File: config.mk
export PLATFORM = sky130hd
export DESIGN_NAME = bcd_tick_counter_flat
export DESIGN_NICKNAME = d
export VERILOG_FILES = /design/src/rtl/bcd_tick_counter_if.sv /design/src/rtl/bcd_tick_counter.sv /design/src/flat_wrapper.sv
export SDC_FILE = /design/constraint.sdc
export NUM_CORES = 1
export LEC_CHECK = 0
export CAP_MARGIN = 40
export CORE_MARGIN = 4
export CORE_UTILIZATION = 45
export CTS_CLUSTER_SIZE = 14
export DETAILED_ROUTE_END_ITERATION = 8
export PLACE_DENSITY = 0.79
export SYNTH_ARGS = -nofsm -noshare
export SYNTH_HDL_FRONTEND = slang
export SYNTH_SLANG_ARGS = --single-unit
File: constraint.sdc
create_clock -name clk -period 3.4 [get_ports clk]
set_clock_uncertainty 0.05 [all_clocks]
set_input_delay 0.68 -clock clk [delete_from_list [all_inputs] [get_ports clk]]
set_output_delay 0.68 -clock clk [all_outputs]
set_load 0.01 [all_outputs]
File: src/rtl/bcd_tick_counter_if.sv
// bcd_tick_counter_if: control and packed BCD display bus between a controller and the tick counter
interface bcd_tick_counter_if #(
    parameter int DIGITS = 4
);
    logic                  en;
    logic                  clr;
    logic                  dir;
    logic                  load;
    logic [4*DIGITS-1:0]   load_val;
    logic                  lap;
    logic [4*DIGITS-1:0]   count;
    logic                  tick;
    logic                  wrap;
    logic                  lap_active;

    modport master (
        output en, clr, dir, load, load_val, lap,
        input  count, tick, wrap, lap_active
    );

    modport slave (
        input  en, clr, dir, load, load_val, lap,
        output count, tick, wrap, lap_active
    );
endinterface

File: src/rtl/bcd_tick_counter.sv
// bcd_tick_counter: prescaled N-digit up/down BCD counter; lap hold is built when BCD_TICK_COUNTER_LAP_EN is defined
module bcd_tick_counter #(
    parameter int CLK_HZ  = 100_000_000,
    parameter int TICK_HZ = 10,
    parameter int DIGITS  = 4
) (
    input  logic                  clk,
    input  logic                  rst,
    bcd_tick_counter_if.slave     bus
);
    localparam int DIV = CLK_HZ / TICK_HZ;
    localparam int PW  = $clog2(DIV);
    localparam int W   = 4 * DIGITS;
    localparam logic [PW-1:0] PMAX = PW'(DIV - 1);

    logic [PW-1:0] r_pre;
    logic [W-1:0]  r_dig;
    logic [W-1:0]  r_count;
    logic          r_tick;
    logic          r_wrap;
    logic          r_lap;

    logic [W-1:0]  w_step;
    logic          w_carry;
    logic [W-1:0]  w_ld;
    logic          w_adv;
    logic [W-1:0]  w_dig_next;
    logic [PW-1:0] w_pre_next;
    logic          w_lap_next;

    // one decimal step of the live digits; carry/borrow ripples from digit 0 and falls out as wrap
    always_comb begin
        w_step  = r_dig;
        w_carry = 1'b1;
        for (int k = 0; k < DIGITS; k++) begin
            w_step[4*k +: 4] = !w_carry ? r_dig[4*k +: 4] :
                               bus.dir  ? (r_dig[4*k +: 4] == 4'd0 ? 4'd9 : r_dig[4*k +: 4] - 4'd1) :
                                          (r_dig[4*k +: 4] == 4'd9 ? 4'd0 : r_dig[4*k +: 4] + 4'd1);
            w_carry = w_carry && (r_dig[4*k +: 4] == (bus.dir ? 4'd0 : 4'd9));
        end
    end

    // load value with out-of-range nibbles clamped to 9 so digit state stays valid BCD
    always_comb begin
        w_ld = '0;
        for (int k = 0; k < DIGITS; k++)
            w_ld[4*k +: 4] = bus.load_val[4*k +: 4] > 4'd9 ? 4'd9 : bus.load_val[4*k +: 4];
    end

    // next-state selection in priority order clr, load, advance
    always_comb begin
        w_adv      = bus.en && r_pre == PMAX && !bus.clr && !bus.load;
        w_dig_next = bus.clr ? '0 : bus.load ? w_ld : w_adv ? w_step : r_dig;
        w_pre_next = (bus.clr || bus.load) ? '0 : !bus.en ? r_pre : r_pre == PMAX ? '0 : r_pre + 1'b1;
`ifdef BCD_TICK_COUNTER_LAP_EN
        w_lap_next = bus.clr ? 1'b0 : r_lap ^ bus.lap;
`else
        w_lap_next = 1'b0;
`endif
    end

`ifndef BCD_TICK_COUNTER_LAP_EN
    logic w_unused;
    assign w_unused = bus.lap;
`endif

    // registered state; while the hold is (or becomes) engaged the displayed value keeps its last live value
    always_ff @(posedge clk) begin
        if (rst) begin
            r_pre   <= '0;
            r_dig   <= '0;
            r_count <= '0;
            r_tick  <= 1'b0;
            r_wrap  <= 1'b0;
            r_lap   <= 1'b0;
        end else begin
            r_pre   <= w_pre_next;
            r_dig   <= w_dig_next;
            r_count <= w_lap_next ? r_count : w_dig_next;
            r_tick  <= w_adv;
            r_wrap  <= w_adv && w_carry;
            r_lap   <= w_lap_next;
        end
    end

    assign bus.count      = r_count;
    assign bus.tick       = r_tick;
    assign bus.wrap       = r_wrap;
    assign bus.lap_active = r_lap;
endmodule

File: src/flat_wrapper.sv
// flat-port wrapper written by rule: the top's interface ports become plain ports
module bcd_tick_counter_flat 
#(
    parameter int CLK_HZ  = 100_000_000,
    parameter int TICK_HZ = 10,
    parameter int DIGITS  = 4
)
  (clk, rst, bus_en, bus_clr, bus_dir, bus_load, bus_load_val, bus_lap, bus_count, bus_tick, bus_wrap, bus_lap_active);
  bcd_tick_counter_if #(.DIGITS(DIGITS)) bus_i ();
  input  logic clk;
  input  logic rst;
  input wire logic [$bits(bus_i.en)-1:0] bus_en;
  input wire logic [$bits(bus_i.clr)-1:0] bus_clr;
  input wire logic [$bits(bus_i.dir)-1:0] bus_dir;
  input wire logic [$bits(bus_i.load)-1:0] bus_load;
  input wire logic [$bits(bus_i.load_val)-1:0] bus_load_val;
  input wire logic [$bits(bus_i.lap)-1:0] bus_lap;
  output wire logic [$bits(bus_i.count)-1:0] bus_count;
  output wire logic [$bits(bus_i.tick)-1:0] bus_tick;
  output wire logic [$bits(bus_i.wrap)-1:0] bus_wrap;
  output wire logic [$bits(bus_i.lap_active)-1:0] bus_lap_active;
  assign bus_i.en = bus_en;
  assign bus_i.clr = bus_clr;
  assign bus_i.dir = bus_dir;
  assign bus_i.load = bus_load;
  assign bus_i.load_val = bus_load_val;
  assign bus_i.lap = bus_lap;
  assign bus_count = bus_i.count;
  assign bus_tick = bus_i.tick;
  assign bus_wrap = bus_i.wrap;
  assign bus_lap_active = bus_i.lap_active;
  bcd_tick_counter #(.CLK_HZ(CLK_HZ), .TICK_HZ(TICK_HZ), .DIGITS(DIGITS)) u_core (.clk(clk), .rst(rst), .bus(bus_i));
endmodule
Yosys cells after proc, flatten, opt, wreduce, memory -nomap -nowiden
Cells that the tools add are included.

Bits in writable memories: 0. Latch bits: 0. Memories: 0. Output and inout bits: 19. Bits in read-only memories: 0. Bits in registers: 42.

$add $sub $neg: 9. Divide/modulo/power cells: 0. Muxes and demuxes: 23. Equality and inequality tests: 9. Shifts and indexed selects: 0. Bitwise gates (word level): 0. Magnitude comparators: 4. Reduce and logical (&&, ||, !) cells: 23. Multiply operators: 0.

Operator list (number): $mux 4 (20); $mux 16 (2); $add 24x1->24 const B (1); $eq 24x24->1 const B (1); $mux 24 (1); $add 4x1->4 const B (4); $eq 4x4->1 (4); $eq 4x4->1 const B (4); $gt 4x4->1 const B (4); $logic_not 4->1 (4); $sub 4x1->4 const B (4); $reduce_bool 2->1 (4); $logic_and 1x1->1 (7); $reduce_and 2->1 (3); $reduce_or 2->1 (2); $logic_not 1->1 (2); $logic_or 1x1->1 (1).

Longest topological paths before layout
Gate-level depths: netlist of the first run.

Word-level depth: 7. Mapped depth: 8. Mapped depth without buffers: 6.

Least setup slack after synthesis of the first run
Ideal clock, no wire load.

Kind: input -> register. Start point: input bus_dir. End point: register u_core.r_dig[8]. Setup time: 0.060 ns. Slack: 1.175 ns. Arrival: 2.115 ns. Data required time: 3.290 ns. Stages on the path: 5. Cells stage by stage: nor3b_1 o21ai_1 nor4_1 mux2i_1 o311a_1.

Cells in the longest elaborated chain, start to end: 5. Elaborated cells between the ends (all ways): 10.

Ends and longest elaborated chain: start: declaration (line flat_wrapper.sv:14) `input wire logic [$bits(bus_i.dir)-1:0] bus_dir;`; $mux 4 (line bcd_tick_counter.sv:39) `w_carry = w_carry && (r_dig[4*k +: 4] == (bus.dir ? 4'd0 : 4'd9));`; $eq 4x4->1 (line bcd_tick_counter.sv:39); $logic_and 1x1->1 (line bcd_tick_counter.sv:39); $reduce_bool 2->1 (no line); $reduce_and 2->1 (no line); end signal: assignment (line bcd_tick_counter.sv:78) `r_dig <= w_dig_next;`; end: declaration (line bcd_tick_counter.sv:17) `logic [W-1:0] r_dig;`.

Several ways; a longest one is shown, not always the timed one. The select of a mux whose other input is x is not followed. A chain may end at the register's enable or synchronous reset.

Worst setup path after layout of the first run
Start point: input bus_dir. End point: register u_core.r_dig[15].

Cells in the longest elaborated chain, start to end: 6. Elaborated cells between the ends (all ways): 12.

Ends and longest elaborated chain (line): $mux 4 (bcd_tick_counter.sv:39); $eq 4x4->1 (bcd_tick_counter.sv:39); $logic_and 1x1->1 (2 in series) (bcd_tick_counter.sv:39); $reduce_bool 2->1 (no line); $reduce_and 2->1 (no line).

Several ways; a longest one is shown, not always the timed one. The select of a mux whose other input is x is not followed.

==> results of run 1 <==
per-layer routing:
| layer | track usage, % | vias up | wire length, um |
|---|---|---|---|
| li1 | - | 1361 | - |
| met1 | 22.75 | 1262 | 2820 |
| met2 | 31.40 | 81 | 3295 |
| met3 | 3.879 | 10 | 424 |
| met4 | 5.382 | 0 | 74 |
| met5 | 0 | - | 0 |
worst reg2reg max path, cell delays in order, from the launching register on:
cell      delay [ns]
dfxtp_1         0.47
nand4_2         0.21
nand4b_1        0.36
nor4_1          0.67
nor2_1          0.22
o31ai_1         0.26
synth_stat cells, drive strengths merged (9+ instances only):
master  count  area share (%)
nor2       55             7.3
dfxtp      42              30
nand2      25             3.3
clkbuf     21             2.8
xnor2      16             5.0
o21ai      14             2.5
a21oi      12             2.1
nand3      12             2.1
nor3       12             2.1
xor2       12             3.7
nand4      10             2.4
nor2b      10             2.2
inv         9             1.2
metrics by stage:
| step | power [uW] | hold WS [ns] | setup slack [ns] | utilization (%) |
|---|---|---|---|---|
| after floorplan | 605.8 | 0.4344 | 1.175 | - |
| after global placement | 664.4 | 0.4523 | 0.4379 | 54.18 |
| after detailed placement | 667.6 | 0.4743 | 0.3401 | 54.18 |
| after CTS | 995.6 | 0.4933 | 0.6443 | 55.68 |
| after global routing | 1039 | 0.5368 | 0.4868 | 55.68 |
| final | 984.1 | 0.4850 | 0.6195 | 55.68 |
logic make-up (layout without fill, tap and decap cells):
group / Yosys count / count (layout) / share of synthesized area (%)
flip-flops: 42 / 42 / 29.91
multiplexers: 9 / 9 / 3.249
other: 1 / 1 / 0.1334
AND/OR/NAND/NOR: 188 / 188 / 36.89
buffers and inverters: 36 / 65 / 5.385
AO/OA/AOI/OAI: 63 / 63 / 15.27
XOR/XNOR: 28 / 28 / 8.723
adder cells (fa/ha/maj): 1 / 1 / 0.4450
registers in the layout (all words and copies together), names as in the netlist:
name / cells
u_core.r_pre: 24
u_core.bus.tick: 1
u_core.bus.wrap: 1
u_core.r_dig: 16
path summary, 6_finish.rpt:
kind / start / slack, ns / end
max: bus_dir / 0.62 / u_core.r_dig[15]$_SDFFE_PP0P_
min: u_core.r_pre[1]$_SDFFE_PP0P_ / 0.48 / u_core.r_pre[1]$_SDFFE_PP0P_
max reg2reg: u_core.r_pre[6]$_SDFFE_PP0P_ / 1.09 / u_core.r_dig[15]$_SDFFE_PP0P_
min reg2reg: u_core.r_pre[1]$_SDFFE_PP0P_ / 0.48 / u_core.r_pre[1]$_SDFFE_PP0P_
final cells by class:
| class | instances | area [um2] | area share [%] |
|---|---|---|---|
| clock buffers | 5 | 68.82 | 2.063 |
| clock inverters | 3 | 21.27 | 0.6377 |
| inverters | 9 | 33.78 | 1.013 |
| multi-input cells | 290 | 1819 | 54.54 |
| flip-flops and latches | 42 | 840.8 | 25.21 |
| well taps | 75 | 93.84 | 2.813 |
| repair buffers | 48 | 457.9 | 13.73 |
power by group:
part / internal (uW) / total, uW / switching, uW
Combinational: 73.4 / 141 / 67.8
Clock: 144 / 327 / 183
Sequential: 498 / 516 / 17.4
==> flow_metrics.tcl, run 1 <==
set metrics [dict create \
    outcome "completed" \
    drc 0 \
    async_flop_share_pct 0 \
    dp_cells 464 \
    fmax_ghz 0.3597 \
    die_w_um 87.04 \
    stdcell_area_um2 3336 \
    cts_hold_repair.buffers 0 \
    synth_edf_count 0 \
    synthDistinctLibCells 57 \
    setup_violations 0 \
    die_h_um 87.04 \
    irDropWorstVdd_uv 209.2 \
    ys.flop_type "dfxtp_1" \
    postRouteAntennaNets 0 \
    place_congestion 0.8474 \
    wl_mm 6.615 \
    synth_fp_nets 392 \
    yosysWarnings 0 \
    path_buf_inv 1 \
    power_per_cell_area_nw_per_um2 295.0 \
    crit_required_ns 3.57 \
    cts_resized 0 \
    final_cells 472 \
    hpwlAfterDp_mm 4.787 \
    finalMaxSlewViolations 0 \
    vias 2714 \
    p_leak_uw 0.001113 \
    cts_root_buf "clkbuf_8" \
    worst-r2r-cell-count 5 \
    max_slew_margin_pct 56.00 \
    drive_gt1_share_pct 6.045 \
    start_util_pct 46.93 \
    rows 28 \
    cp.depth 6 \
    avgSynthCellArea_um2 7.640 \
    tightest_slew_ns 0.6540 \
    cts_tree "yes" \
    dr.pass1.iters 4 \
    end_kind "register" \
    nets 420 \
    ios 42 \
    worstHoldPathType "register to register" \
    numClockSinks 42 \
    dpl-instance-area_um2 3246 \
    cap_violations 0 \
    wl_per_cell_um 14.01 \
    portBuffers 39 \
    antenna_found_initial 0 \
    clock_latency_ns 0.30 \
    grt_max_degree 23 \
    grt_pass1_wl_mm 11.39 \
    cts_inserted_buffers 5 \
    grt_pass1_vias 2543 \
    startpoint_type "primary input" \
    final.fill_count 559 \
    grtUsageTotal_pct 18.25 \
    first_iter_violations 206 \
    layout_common_cells "nor2_1, dfxtp_1, clkdlybuf4s50_1, nand2_1, xnor2_1" \
    cp_max_fo 17 \
    fin_crit_sh_pct 81.78 \
    ys_ff_latch 42 \
    min_path_cells 2 \
    synthToLayoutAreaGrowth_pct 18.65 \
    grt-ovfl-total 0 \
    core-area_um2 5991 \
    drt-vias-per-instance 5.750 \
    final_common_cell "nor2_1" \
    htreeDepth 2 \
    post_cts_buffers 0 \
    synthCells 368 \
    worstPathArrival_ns 2.95 \
    path_class "primary input to register" \
    fin_crit_ns 2.780 \
    rsz0062_at_grt "no" \
    netlist_area_um2 2811 \
    clkTransAtPathRegs_ns 0.08 \
    cp_top_family "simple AND/OR/NAND/NOR gates" \
    tns_ns 0 \
    crit_path_top_delay_cell "clkdlybuf4s50_1" \
    dieArea_um2 7576 \
    finalHoldViolCount 0 \
    crit_chain "clkdlybuf4s50_1 > nor3b_1 > o22ai_1 > nor4_1 > nor2_1 > o31ai_1" \
    synth-seq-area-share_pct 29.91 \
    n_antenna_cell 0 \
    clockBufferDepth 2 \
    cpPeakStageDelay_ns 0.76 \
]
Power figures use the tool's default switching activity.
==> run 2: changes to the inputs <==
Clock period 3.4 ns to 2.8 ns, I/O delays scaled along.
==> run 2 against run 1 <==
Net effect: global-route usage rose by 1.1 points; sequential share of layout area fell by 0.66 points; non-clock buffer count rose by 9; clock power rose by 51%; worst hold slack got worse by 0.0014 ns; combinational power rose by 28%; worst setup slack got worse by 0.28 ns; flip-flop and latch count did not move; power rose by 32%; critical path depth rose by 1; via count rose by 1.9%.
==> flow_metrics.tcl, run 2 (synthesized netlist as in run 1, its figures left out) <==
set metrics [dict create \
    wl_mm 6.924 \
    outcome "completed" \
    setup_violations 0 \
    wl_per_cell_um 14.40 \
    ios 42 \
    layout_common_cells "nor2_1, dfxtp_1, clkdlybuf4s50_1, nand2_1, buf_4" \
    rsz0062_at_grt "no" \
    crit_start "bus_dir" \
    cts_tree "yes" \
    clock_latency_ns 0.30 \
    dr.pass1.iters 5 \
    post_cts_buffers 0 \
    drive_gt1_share_pct 8.128 \
    portBuffers 39 \
    path_class "primary input to register" \
    final_common_cell "nor2_1" \
    grtUsageTotal_pct 19.35 \
    startpoint_type "primary input" \
    r2r-end "u_core.r_dig[4]$_SDFFE_PP0P_" \
    fmax_ghz 0.4056 \
    core-area_um2 5991 \
    tns_ns 0 \
    final.fill_count 526 \
    r2r_slack_ns 0.55 \
    grt_pass1_vias 2615 \
    finalHoldViolCount 0 \
    cts_hold_repair.buffers 0 \
    end_kind "register" \
    finalMaxSlewViolations 0 \
    postRouteAntennaNets 0 \
    htreeDepth 2 \
    min_path_cells 2 \
    worstHoldPathType "register to register" \
    nets 429 \
    rr_startpoint "u_core.r_pre[6]$_SDFFE_PP0P_" \
    reg_top3 "u_core.r_pre (24), u_core.r_dig (16)" \
    clockBufferDepth 2 \
    stdcell_area_um2 3426 \
    die_w_um 87.04 \
    hold_ws_ns 0.4836 \
    cts_inserted_buffers 5 \
    clkTransAtPathRegs_ns 0.09 \
    cts_resized 0 \
    irDropWorstVdd_uv 235.3 \
    grt-ovfl-total 0 \
    largest_reg_flops 24 \
    die_h_um 87.04 \
    n_antenna_cell 0 \
    place_congestion 0.8254 \
    power_per_cell_area_nw_per_um2 379.4 \
    dieArea_um2 7576 \
    crit_required_ns 2.95 \
    fin_crit_sh_pct 88.05 \
    numClockSinks 42 \
    regMostFlops "u_core.r_pre" \
    synthToLayoutAreaGrowth_pct 21.85 \
    p_leak_uw 0.001171 \
    vias 2765 \
    hpwlAfterDp_mm 5.025 \
    fin_crit_ns 2.465 \
    grt_max_degree 23 \
    drc 0 \
    first_iter_violations 206 \
    drt-vias-per-instance 5.748 \
    cp_max_fo 10 \
    rows 28 \
    antenna_found_initial 0 \
    dpl-instance-area_um2 3313 \
    start_util_pct 46.93 \
    grt_pass1_wl_mm 11.97 \
    endpoint "u_core.r_dig[4]$_SDFFE_PP0P_" \
    cts_root_buf "clkbuf_8" \
    worstPathArrival_ns 2.61 \
    cap_violations 0 \
    worst-r2r-cell-count 5 \
]
==> run 2: worst max-delay path: stages <==
cell,delay [ns]
clkdlybuf4s50_1,0.65
nor3b_1,0.32
o21ai_1,0.15
buf_4,0.19
nor4_4,0.26
xnor2_1,0.11
a2111oi_1,0.39
==> run 2: routing by layer <==
metal	vias up	global-route usage (%)	part of all wire [%]
met5	-	0	0
met3	16	3.879	5.8
met2	79	34.02	49
li1	1384	-	-
met4	0	5.807	2.0
met1	1286	23.66	43
==> run 2: how the worst min path moves through the flow <==
stage	from	to	slack, ns
after floorplan	u_core.r_pre[23]$_SDFFE_PP0P_	u_core.r_pre[23]$_SDFFE_PP0P_	0.43
after global placement	u_core.r_pre[23]$_SDFFE_PP0P_	u_core.r_pre[23]$_SDFFE_PP0P_	0.45
after detailed placement	u_core.r_pre[23]$_SDFFE_PP0P_	u_core.r_pre[23]$_SDFFE_PP0P_	0.46
after CTS	u_core.r_pre[23]$_SDFFE_PP0P_	u_core.r_pre[23]$_SDFFE_PP0P_	0.49
after global routing	u_core.r_pre[10]$_SDFFE_PP0P_	u_core.r_pre[10]$_SDFFE_PP0P_	0.52
final	u_core.r_pre[23]$_SDFFE_PP0P_	u_core.r_pre[23]$_SDFFE_PP0P_	0.48
==> run 2: per-stage QoR <==
stage               util [%]  total power (uW)  cells  setup WS, ns
floorplan                  -             735.7    368        0.6417
global placement       55.30             812.6    473        0.1203
detailed placement     55.30             817.6    473       0.04156
CTS                    57.18              1314    481        0.3494
global route           57.18              1364    481        0.1212
finish                 57.18              1300    481        0.3347
==> run 2: report_power, final <==
| part | total [uW] | internal, uW | switching, uW |
|---|---|---|---|
| combinational | 180 | 94.2 | 85.4 |
| sequential | 626 | 605 | 21.4 |
| clock | 494 | 267 | 226 |
==> run 2: cell type report <==
cell class	instances	area [um2]	share of cell area, %
multi-input cells	290	1819	53.10
flip-flops and latches	42	840.8	24.54
repair buffers	57	525.5	15.34
well taps	75	93.84	2.739
clock buffers	5	68.82	2.009
clock inverters	3	43.79	1.278
inverters	9	33.78	0.9861
==> run 3: changes to the inputs <==
Settings changed: ABC_CLOCK_PERIOD_IN_PS from default to 2800.
==> results of run 3 <==
Final layout, timing and power as in run 2 (identical DEF).
